File: src/rtl/mem_port_arbiter.sv
// mem_port_arbiter: shares one single-ported, fixed-latency 64-bit RAM between
// the fetch unit (read-only) and the memory stage (read/write). A fixed-priority
// arbiter favours the memory stage, and a starvation counter guarantees fetch
// progress. Out-of-range accesses are answered without touching the RAM.
module mem_port_arbiter #(
  parameter int ADDR_W     = 11,
  parameter int RAM_LAT    = 2,
  parameter int STARVE_MAX = 4
) (
  input  logic              clk,
  input  logic              rst_n,
  input  logic              f_req,
  input  logic [63:0]       f_addr,
  output logic              f_done,
  output logic [63:0]       f_rdata,
  output logic              f_err,
  input  logic              m_req,
  input  logic              m_we,
  input  logic [63:0]       m_addr,
  input  logic [63:0]       m_wdata,
  output logic              m_done,
  output logic [63:0]       m_rdata,
  output logic              m_err,
  output logic              ram_en,
  output logic              ram_we,
  output logic [ADDR_W-1:0] ram_addr,
  output logic [63:0]       ram_wdata,
  input  logic [63:0]       ram_rdata
);

  typedef enum logic [2:0] {
    IDLE  = 3'd0,
    ISSUE = 3'd1,
    WAIT  = 3'd2,
    RESP  = 3'd3,
    ERR   = 3'd4
  } state_t;

  // Highest legal start address of an 8-byte access; compared on all 64 bits.
  localparam logic [63:0] ADDR_LIMIT = (64'd1 << ADDR_W) - 64'd8;
  localparam logic [2:0]  WAIT_LAST  = 3'(RAM_LAT - 1);
  localparam logic [3:0]  STARVE_TOP = 4'(STARVE_MAX);

  state_t      state_r, state_s;
  logic [2:0]  wait_cnt_r;
  logic [3:0]  starve_r, starve_s;
  logic        win_f_r;      // latched winner: 1 = fetch
  logic        we_r;         // latched write flag of the winner

  logic        any_req_s, grant_f_s, sel_err_s, sel_we_s, wait_last_s;
  logic [63:0] sel_addr_s;
  logic        issue_go_s, err_go_s, resp_go_s;
  logic        f_done_s, m_done_s;
  logic [63:0] rd_s;

  // Arbitration and range check on the live request inputs (used in IDLE only).
  always_comb begin
    any_req_s   = f_req | m_req;
    grant_f_s   = f_req & (~m_req | (starve_r == STARVE_TOP));
    sel_addr_s  = grant_f_s ? f_addr : m_addr;
    sel_err_s   = (sel_addr_s > ADDR_LIMIT);
    sel_we_s    = ~grant_f_s & m_we;
    wait_last_s = (wait_cnt_r == WAIT_LAST);
  end

  // Next-state and starvation-counter update.
  always_comb begin
    state_s  = state_r;
    starve_s = starve_r;
    case (state_r)
      IDLE: begin
        if (any_req_s) begin
          state_s = sel_err_s ? ERR : ISSUE;
          if (grant_f_s) begin
            starve_s = 4'd0;
          end else if (f_req && (starve_r != STARVE_TOP)) begin
            starve_s = starve_r + 4'd1;
          end else begin
            starve_s = starve_r;
          end
        end else begin
          state_s = IDLE;
        end
      end
      ISSUE: state_s = WAIT;
      WAIT: begin
        if (wait_last_s) begin
          state_s = RESP;
        end else begin
          state_s = WAIT;
        end
      end
      RESP:    state_s = IDLE;
      ERR:     state_s = IDLE;
      default: state_s = IDLE;
    endcase
  end

  // Next values of the registered outputs, derived from the transition taken.
  always_comb begin
    issue_go_s = (state_r == IDLE) & any_req_s & ~sel_err_s;
    err_go_s   = (state_r == IDLE) & any_req_s & sel_err_s;
    resp_go_s  = (state_r == WAIT) & wait_last_s;
    f_done_s   = (resp_go_s & win_f_r) | (err_go_s & grant_f_s);
    m_done_s   = (resp_go_s & ~win_f_r) | (err_go_s & ~grant_f_s);
    if (resp_go_s && !we_r) begin
      rd_s = ram_rdata;
    end else begin
      rd_s = 64'd0;
    end
  end

  // FSM state, starvation counter, wait counter and latched transaction info.
  always_ff @(posedge clk or negedge rst_n) begin
    if (!rst_n) begin
      state_r    <= IDLE;
      starve_r   <= 4'd0;
      wait_cnt_r <= 3'd0;
      win_f_r    <= 1'b0;
      we_r       <= 1'b0;
    end else begin
      state_r  <= state_s;
      starve_r <= starve_s;
      if (state_r == ISSUE) begin
        wait_cnt_r <= 3'd0;
      end else if (state_r == WAIT) begin
        wait_cnt_r <= wait_cnt_r + 3'd1;
      end
      if ((state_r == IDLE) && any_req_s) begin
        win_f_r <= grant_f_s;
        we_r    <= sel_we_s;
      end
    end
  end

  // Registered RAM strobe and requester responses; data and err are zero unless done.
  always_ff @(posedge clk or negedge rst_n) begin
    if (!rst_n) begin
      ram_en    <= 1'b0;
      ram_we    <= 1'b0;
      ram_addr  <= {ADDR_W{1'b0}};
      ram_wdata <= 64'd0;
      f_done    <= 1'b0;
      f_rdata   <= 64'd0;
      f_err     <= 1'b0;
      m_done    <= 1'b0;
      m_rdata   <= 64'd0;
      m_err     <= 1'b0;
    end else begin
      ram_en    <= issue_go_s;
      ram_we    <= issue_go_s & sel_we_s;
      ram_addr  <= issue_go_s ? sel_addr_s[ADDR_W-1:0] : {ADDR_W{1'b0}};
      ram_wdata <= (issue_go_s && sel_we_s) ? m_wdata : 64'd0;
      f_done    <= f_done_s;
      f_err     <= err_go_s & grant_f_s;
      f_rdata   <= (resp_go_s && win_f_r) ? rd_s : 64'd0;
      m_done    <= m_done_s;
      m_err     <= err_go_s & ~grant_f_s;
      m_rdata   <= (resp_go_s && !win_f_r) ? rd_s : 64'd0;
    end
  end

endmodule

File: config.mk
export PLATFORM = sky130hd
export DESIGN_NAME = mem_port_arbiter
export DESIGN_NICKNAME = d
export VERILOG_FILES = /design/src/rtl/mem_port_arbiter.sv
export SDC_FILE = /design/constraint.sdc
export NUM_CORES = 1
export LEC_CHECK = 0
export CORE_AREA = 4 4 181 183
export DETAILED_ROUTE_END_ITERATION = 16
export DIE_AREA = 0 0 185 187
export SYNTH_ARGS = -nofsm -noshare
export SYNTH_HDL_FRONTEND = slang
export SYNTH_SLANG_ARGS = --single-unit
File: constraint.sdc
create_clock -name clk -period 3.2 [get_ports clk]
set_input_delay 0.64 -clock clk [delete_from_list [all_inputs] [get_ports clk]]
set_output_delay 0.64 -clock clk [all_outputs]
set_load 0.005 [all_outputs]
==> reports/metrics.cfg, run 1 <==
[clock_network]
htree_num_levels=1
cts_resized=0
tritoncts=done
cts_buffers=25
cts-root-buf=clkbuf_16
cts_setup_buffers=0
cts_sinks=221
cts.clk_slew.worst_paths_ps=60
clockBufferDepth=3
cts_hold_buf=0
worstSkewPairLatency_ps=530

[power]
ir_worst_vdd_v=0.000357
p_leak_nw=6.08
cellPowerDensity_mw_per_mm2=443

[critical_path]
reg2reg_to=ram_addr[8]$_DFF_PN0_
critPathKind=reg2reg
r2r_cells=7
start_kind=flip-flop
endpoint_kind=flip-flop
crit_fanout=13
r2r_start=starve_r[0]$_DFFE_PN0P_
cp.required_ps=3570
worstPathArrival_ps=2900
r2r_slack_ps=680

[grt]
gr-max-usage-layer=met2
globalRouteMet1Util_pct=17.5
antenna_found_initial=3
grt_max_degree=66
overflow=0
track_usage_pct=14.6
grt_util_met3_pct=5.02
grt_pass1_vias=6419
grt_pass1_wl_um=39000
use_met2_pct=24.9

[synthesis]
post-synth-top-area-cell=dfrtp_1
ys_ff_latch=221
synth_edf_count=0
synth_top_area_share_pct=72.1
postSynthCellCount=582
synthFlopType=dfrtp_1
async_flop_share_pct=100
ys_warn_count=0
syn_area_per_cell_um2=13.2
syn_nets=847
synthTopCellsByArea=dfrtp_1, and2_1, nor4_1, a21oi_1, nand3_1
synthesis.area_mm2=0.00767
yosys-top-cells-count=dfrtp_1, and2_1, nor4_1, nand2_1, clkbuf_1
yosysMostFrequentCell=dfrtp_1
synthDistinctLibCells=32
ys_seq_area_share_pct=72.1

[finish]
regArea_mm2=0.00553
fin_area_mm2=0.0136
fillers=2951
final_nets=1327
multi_input_area_mm2=0.00199
drive_above_1_share_pct=4.55
syn2layout_area_growth_pct=77.7

[placed_design]
hpwlAfterDp_um=20600
place_area_mm2=0.0129
gp_congestion=0.880
port_buffers=469

[drt]
vias_per_cell=4.07
ant_nets=0
vias=6030
drt_wl_total_um=26900
route.detailed.drc=0
drt_iter0_drc=232
firstDrtPassIters=4
wl_per_cell_um=18.2

[timing]
drv_slew=0
period_needed_ps=2520
fin_setup_tns_ps=0
final-hold-violation-count=0
relSlewSlack_pct=33.8
max_slew.worst_pin.slew_ps=980
setup-violations-final=0
skew_ps=16.9
min_period_over_period_pct=78.9
grt_setup_unrepaired=false
fmax_ghz=0.396

[floorplanning]
die_w_um=185
core_mm2=0.0312
core.rowCount=65
initial_core_util_pct=24.6
io_pins=470
die_h_um=187
die_area_mm2=0.0346

[outcome]
outcome=finished, final reports clean

[run]
maxCapViolCount=0

[hold_path]
hp-class=in2async

-- cells in the final DEF (no fill, tap or decap), types with 2 or more instances in the layout --
cell type        instances
clkdlybuf4s50_1        468
dfrtp_1                221
and2_1                 192
clkbuf_16               25
nor4_1                  24
nand2_1                 20
nand3_1                 16
a21oi_1                 16
nand4_1                 11
nor3_1                  10
nor2_1                   9
o21ai_0                  9
inv_1                    7
clkbuf_1                 7
buf_4                    6
ha_1                     4
clkinv_2                 4
clkbuf_8                 3
buf_12                   3
nor3_2                   2
-- power by group --
| group | switching (mW) | internal [mW] | leakage (nW) |
|---|---|---|---|
| Combinational | 0.167 | 0.329 | 2.64 |
| Clock | 1.11 | 1.59 | 0.378 |
| Sequential | 0.0222 | 2.82 | 3.07 |
| Total | 1.30 | 4.74 | 6.08 |
-- worst max path at each step --
| stage | from | endpoint | slack (ps) | cells after the start |
|---|---|---|---|---|
| finish | starve_r[0]$_DFFE_PN0P_ | ram_addr[8]$_DFF_PN0_ | 680 | 7 |
| global route | starve_r[0]$_DFFE_PN0P_ | ram_wdata[63]$_DFF_PN0_ | 500 | 10 |
| CTS | starve_r[0]$_DFFE_PN0P_ | ram_wdata[33]$_DFF_PN0_ | 660 | 10 |
| detailed placement | m_addr[47] | ram_wdata[63]$_DFF_PN0_ | 230 | 7 |
| global placement | m_addr[47] | ram_wdata[14]$_DFF_PN0_ | 250 | 7 |
| floorplan | f_req | ram_wdata[10]$_DFF_PN0_ | 950 | 7 |
-- worst max-delay path, cell delays in order, from the launching register on --
cell and delay (ps):
dfrtp_1 400, inv_1 90, ha_1 150, and3b_1 200
o21ai_1 80, o41ai_1 900, a211o_1 470, a21oi_1 100
-- cells by family (layout without fill, tap and decap cells) --
group                      after synthesis  in the layout  synth area share [%]
buffers and inverters                   32            527                  2.14
DFF                                    221            221                  72.1
and+or+nand+nor                        287            287                  22.1
muxes                                    1              1                 0.147
other                                    0              1                     0
adders and majority gates                4              4                 0.652
xor gates and xnor gates                 1              1                 0.114
AOI/OAI and AO/OA                       36             36                  2.81
-- per-layer routing --
layer  up-vias  routed length (um)
met5         -                  27
met4         4                 627
met3        49                2480
met2       243               13200
met1      2877               10500
li1       2857                   -
-- sequential cells by signal, indices dropped and copies added, names as in the netlist --
register / count
f_err: 1
m_done: 1
m_rdata: 64
ram_wdata: 64
we_r: 1
ram_en: 1
win_f_r: 1
f_done: 1
ram_we: 1
f_rdata: 64
starve_r: 4
wait_cnt_r: 3
state_r: 3
ram_addr: 11
m_err: 1
-- metrics by stage --
step | hold WS, ps | power (mW) | std cells | worst slack, ps | util (%)
after CTS | 36.2 | 6.17 | 1479 | 659 | 43.6
after global placement | 504 | 3.39 | 1437 | 253 | 41.2
final | 56.4 | 6.04 | 1480 | 675 | 43.6
after floorplan | 344 | 2.96 | 582 | 952 | -
after global routing | 75.4 | 6.33 | 1480 | 500 | 43.6
after detailed placement | 516 | 3.39 | 1437 | 228 | 41.2
-- area by class of cell --
cell class	instances	share of cell area [%]
tap	402	3.69
clock inverter	7	0.569
antenna	1	0.0184
clock buffer	35	5.08
multi-input combinational	329	14.6
inverter	7	0.193
sequential	221	40.6
timing repair buffer	478	35.2
(Power assumes the default switching activity.)
==> inputs of run 2 (changes only) <==
- CORE_AREA: 4 4 181 183 -> 4 4 180 182
- DIE_AREA: 0 0 185 187 -> 0 0 184 186
- clock period: 3.2 -> 2.2 ns (I/O delays scaled with it)
==> run 2 against run 1 <==
Net effect:
- first-iteration DRC count grew 22%
- hold slack gained 420 ps
- sequential share of layout area shrank 1.7 points
- core utilization grew 2.9 points
- non-clock buffer count grew 36
- via count grew 3.8%
- power grew 54%
- critical endpoint is now ram_wdata[56]$_DFF_PN0_
- count of clock-buffer cells in the layout grew 2
- critical path type is now in2reg
- critical path depth grew 1
- clock power grew 61%
- the flow now finishes with violations (negative setup slack)
==> reports/metrics.cfg, run 2 (synthesized netlist as in run 1, its figures left out) <==
[outcome]
outcome=complete, but fails checks
violations=negative setup slack

[clock_network]
cts_sinks=221
tritoncts=done
cts-root-buf=clkbuf_16
htree_num_levels=1
cts_buffers=25
clockBufferDepth=3
worstSkewPairLatency_ps=520
cts.clk_slew.worst_paths_ps=60

[finish]
final_nets=1364
drive_above_1_share_pct=9.05
top_regs=f_rdata: 64 flops, m_rdata: 64 flops, ram_wdata: 64 flops
syn2layout_area_growth_pct=85.5
fillers=2800
final-instance-count-excl-fill=1515
final_common_cell=clkdlybuf4s50_1
postLayoutCoreUtil_pct=46.5
most-common-layout-cells=clkdlybuf4s50_1, dfrtp_1, and2_1, buf_4, clkbuf_16

[floorplanning]
initial_core_util_pct=25.1
core_mm2=0.0306
core.rowCount=64
die_area_mm2=0.0342
die_w_um=184
die_h_um=186
io_pins=470

[timing]
relSlewSlack_pct=59.1
setup-violations-final=64
skew_ps=14.4
fmax_ghz=0.443
holdWs_ps=474
period_needed_ps=2260
max_slew.worst_pin.slew_ps=614
drv_slew=0
grt_setup_unrepaired=true
final-hold-violation-count=0
fin_ws_ps=-56.1
min_period_over_period_pct=103

[critical_path]
cp_num_buf_inv=3
r2r_cells=11
start_kind=input port
cp.required_ps=2650
reg2reg_to=ram_wdata[56]$_DFF_PN0_
r2r_slack_ps=-40
cp_top_family=simple AND/OR/NAND/NOR gates
worstPathArrival_ps=2700
crit_fanout=17
crit_path_end=ram_wdata[56]$_DFF_PN0_
endpoint_kind=flip-flop
r2r_start=starve_r[0]$_DFFE_PN0P_
cp_num_cells=8
crit_chain=clkdlybuf4s50_1, or4_1, nor4_4, nand3_2, a211oi_4, buf_6, clkbuf_16, and2_1
worstSetupStartpoint=m_addr[47]
slowest_stage=or4_1
cp_slowest_stage_delay_ps=590
critPathKind=in2reg

[placed_design]
dp_cells=1455
dpl_worst_slack_ps=-627
port_buffers=469
hpwlAfterDp_um=21000
gp_congestion=0.848

[run]
maxCapViolCount=0

[hold_path]
hp-start=m_wdata[28]
hp-class=in2reg

[power]
ir_worst_vdd_v=0.000439
p_leak_nw=6.38
cellPowerDensity_mw_per_mm2=654

[drt]
route.detailed.drc=0
drt_wl_total_um=28900
drt_iter0_drc=283
wl_met3_um=2550
met2_wirelength_um=14600
highest_layer=met5
wl_per_cell_um=19.1
firstDrtPassIters=4
ant_nets=0
vias_per_cell=4.13
wl_met1_um=11300
vias=6261

[grt]
overflow=0
grt_pass1_wl_um=41300
grt_max_degree=72
antenna_found_initial=4
track_usage_pct=15.7
grt_pass1_vias=6746

-- run 2: through the flow --
step | power (mW) | setup TNS (ps) | instance area (um2)
5_1_grt | 9.70 | -6580 | 14200
2_1_floorplan | 4.30 | 0 | 7670
6_report | 9.31 | -1560 | 14200
4_1_cts | 9.45 | -63.0 | 14100
3_3_place_gp | 5.00 | -42310 | 13100
3_5_place_dp | 5.01 | -47950 | 13100
-- run 2: power by group --
group          switching [mW]  internal, mW  leakage [nW]
sequential             0.0237          4.10          3.07
combinational           0.282         0.542          2.90
clock                    1.63          2.73         0.414
-- run 2: worst min path at each step --
stage / to / slack, ps / cells after the start
detailed placement: m_rdata[32]$_DFF_PN0_ / 460 / 1
CTS: ram_wdata[62]$_DFF_PN0_ / 450 / 2
global placement: f_rdata[32]$_DFF_PN0_ / 470 / 1
floorplan: f_done$_DFF_PN0_ / 140 / 0
finish: ram_wdata[28]$_DFF_PN0_ / 470 / 2
global route: ram_wdata[25]$_DFF_PN0_ / 450 / 2
-- run 2: final cells by class --
class | instances | area, um2 | area share, %
Tap cell | 396 | 495 | 3.48
Timing Repair Buffer | 514 | 5210 | 36.6
Antenna cell | 3 | 7.51 | 0.0528
Multi-Input combinational cell | 330 | 2090 | 14.7
Inverter | 7 | 26.3 | 0.185
Sequential cell | 221 | 5530 | 38.9
Clock buffer | 37 | 721 | 5.06
Clock inverter | 7 | 144 | 1.01
-- run 2: metal layers --
layer,vias up,track usage (%)
li1,2941,-
met1,3018,18.9
met2,262,27.7
met3,36,5.00
met4,4,3.08
met5,-,0
-- run 2: worst register-to-register path: stages (launching register included) --
cell and delay [ps]:
dfrtp_1 380, inv_1 80, ha_1 160, and3b_2 240, o21ai_4 80, buf_6 140
nor2_2 100, nand4_1 180, a211oi_4 310, buf_6 180, clkbuf_16 200, and2_1 140
-- run 2: repair_timing --
action	4_1_cts	5_1_grt
pin swaps	3	2
hold endpoints to repair	63	0
resized for setup	14	9
cloned	2	3
setup buffers	4	3
hold buffers	1	0
endpoints found under the setup margin	81	76
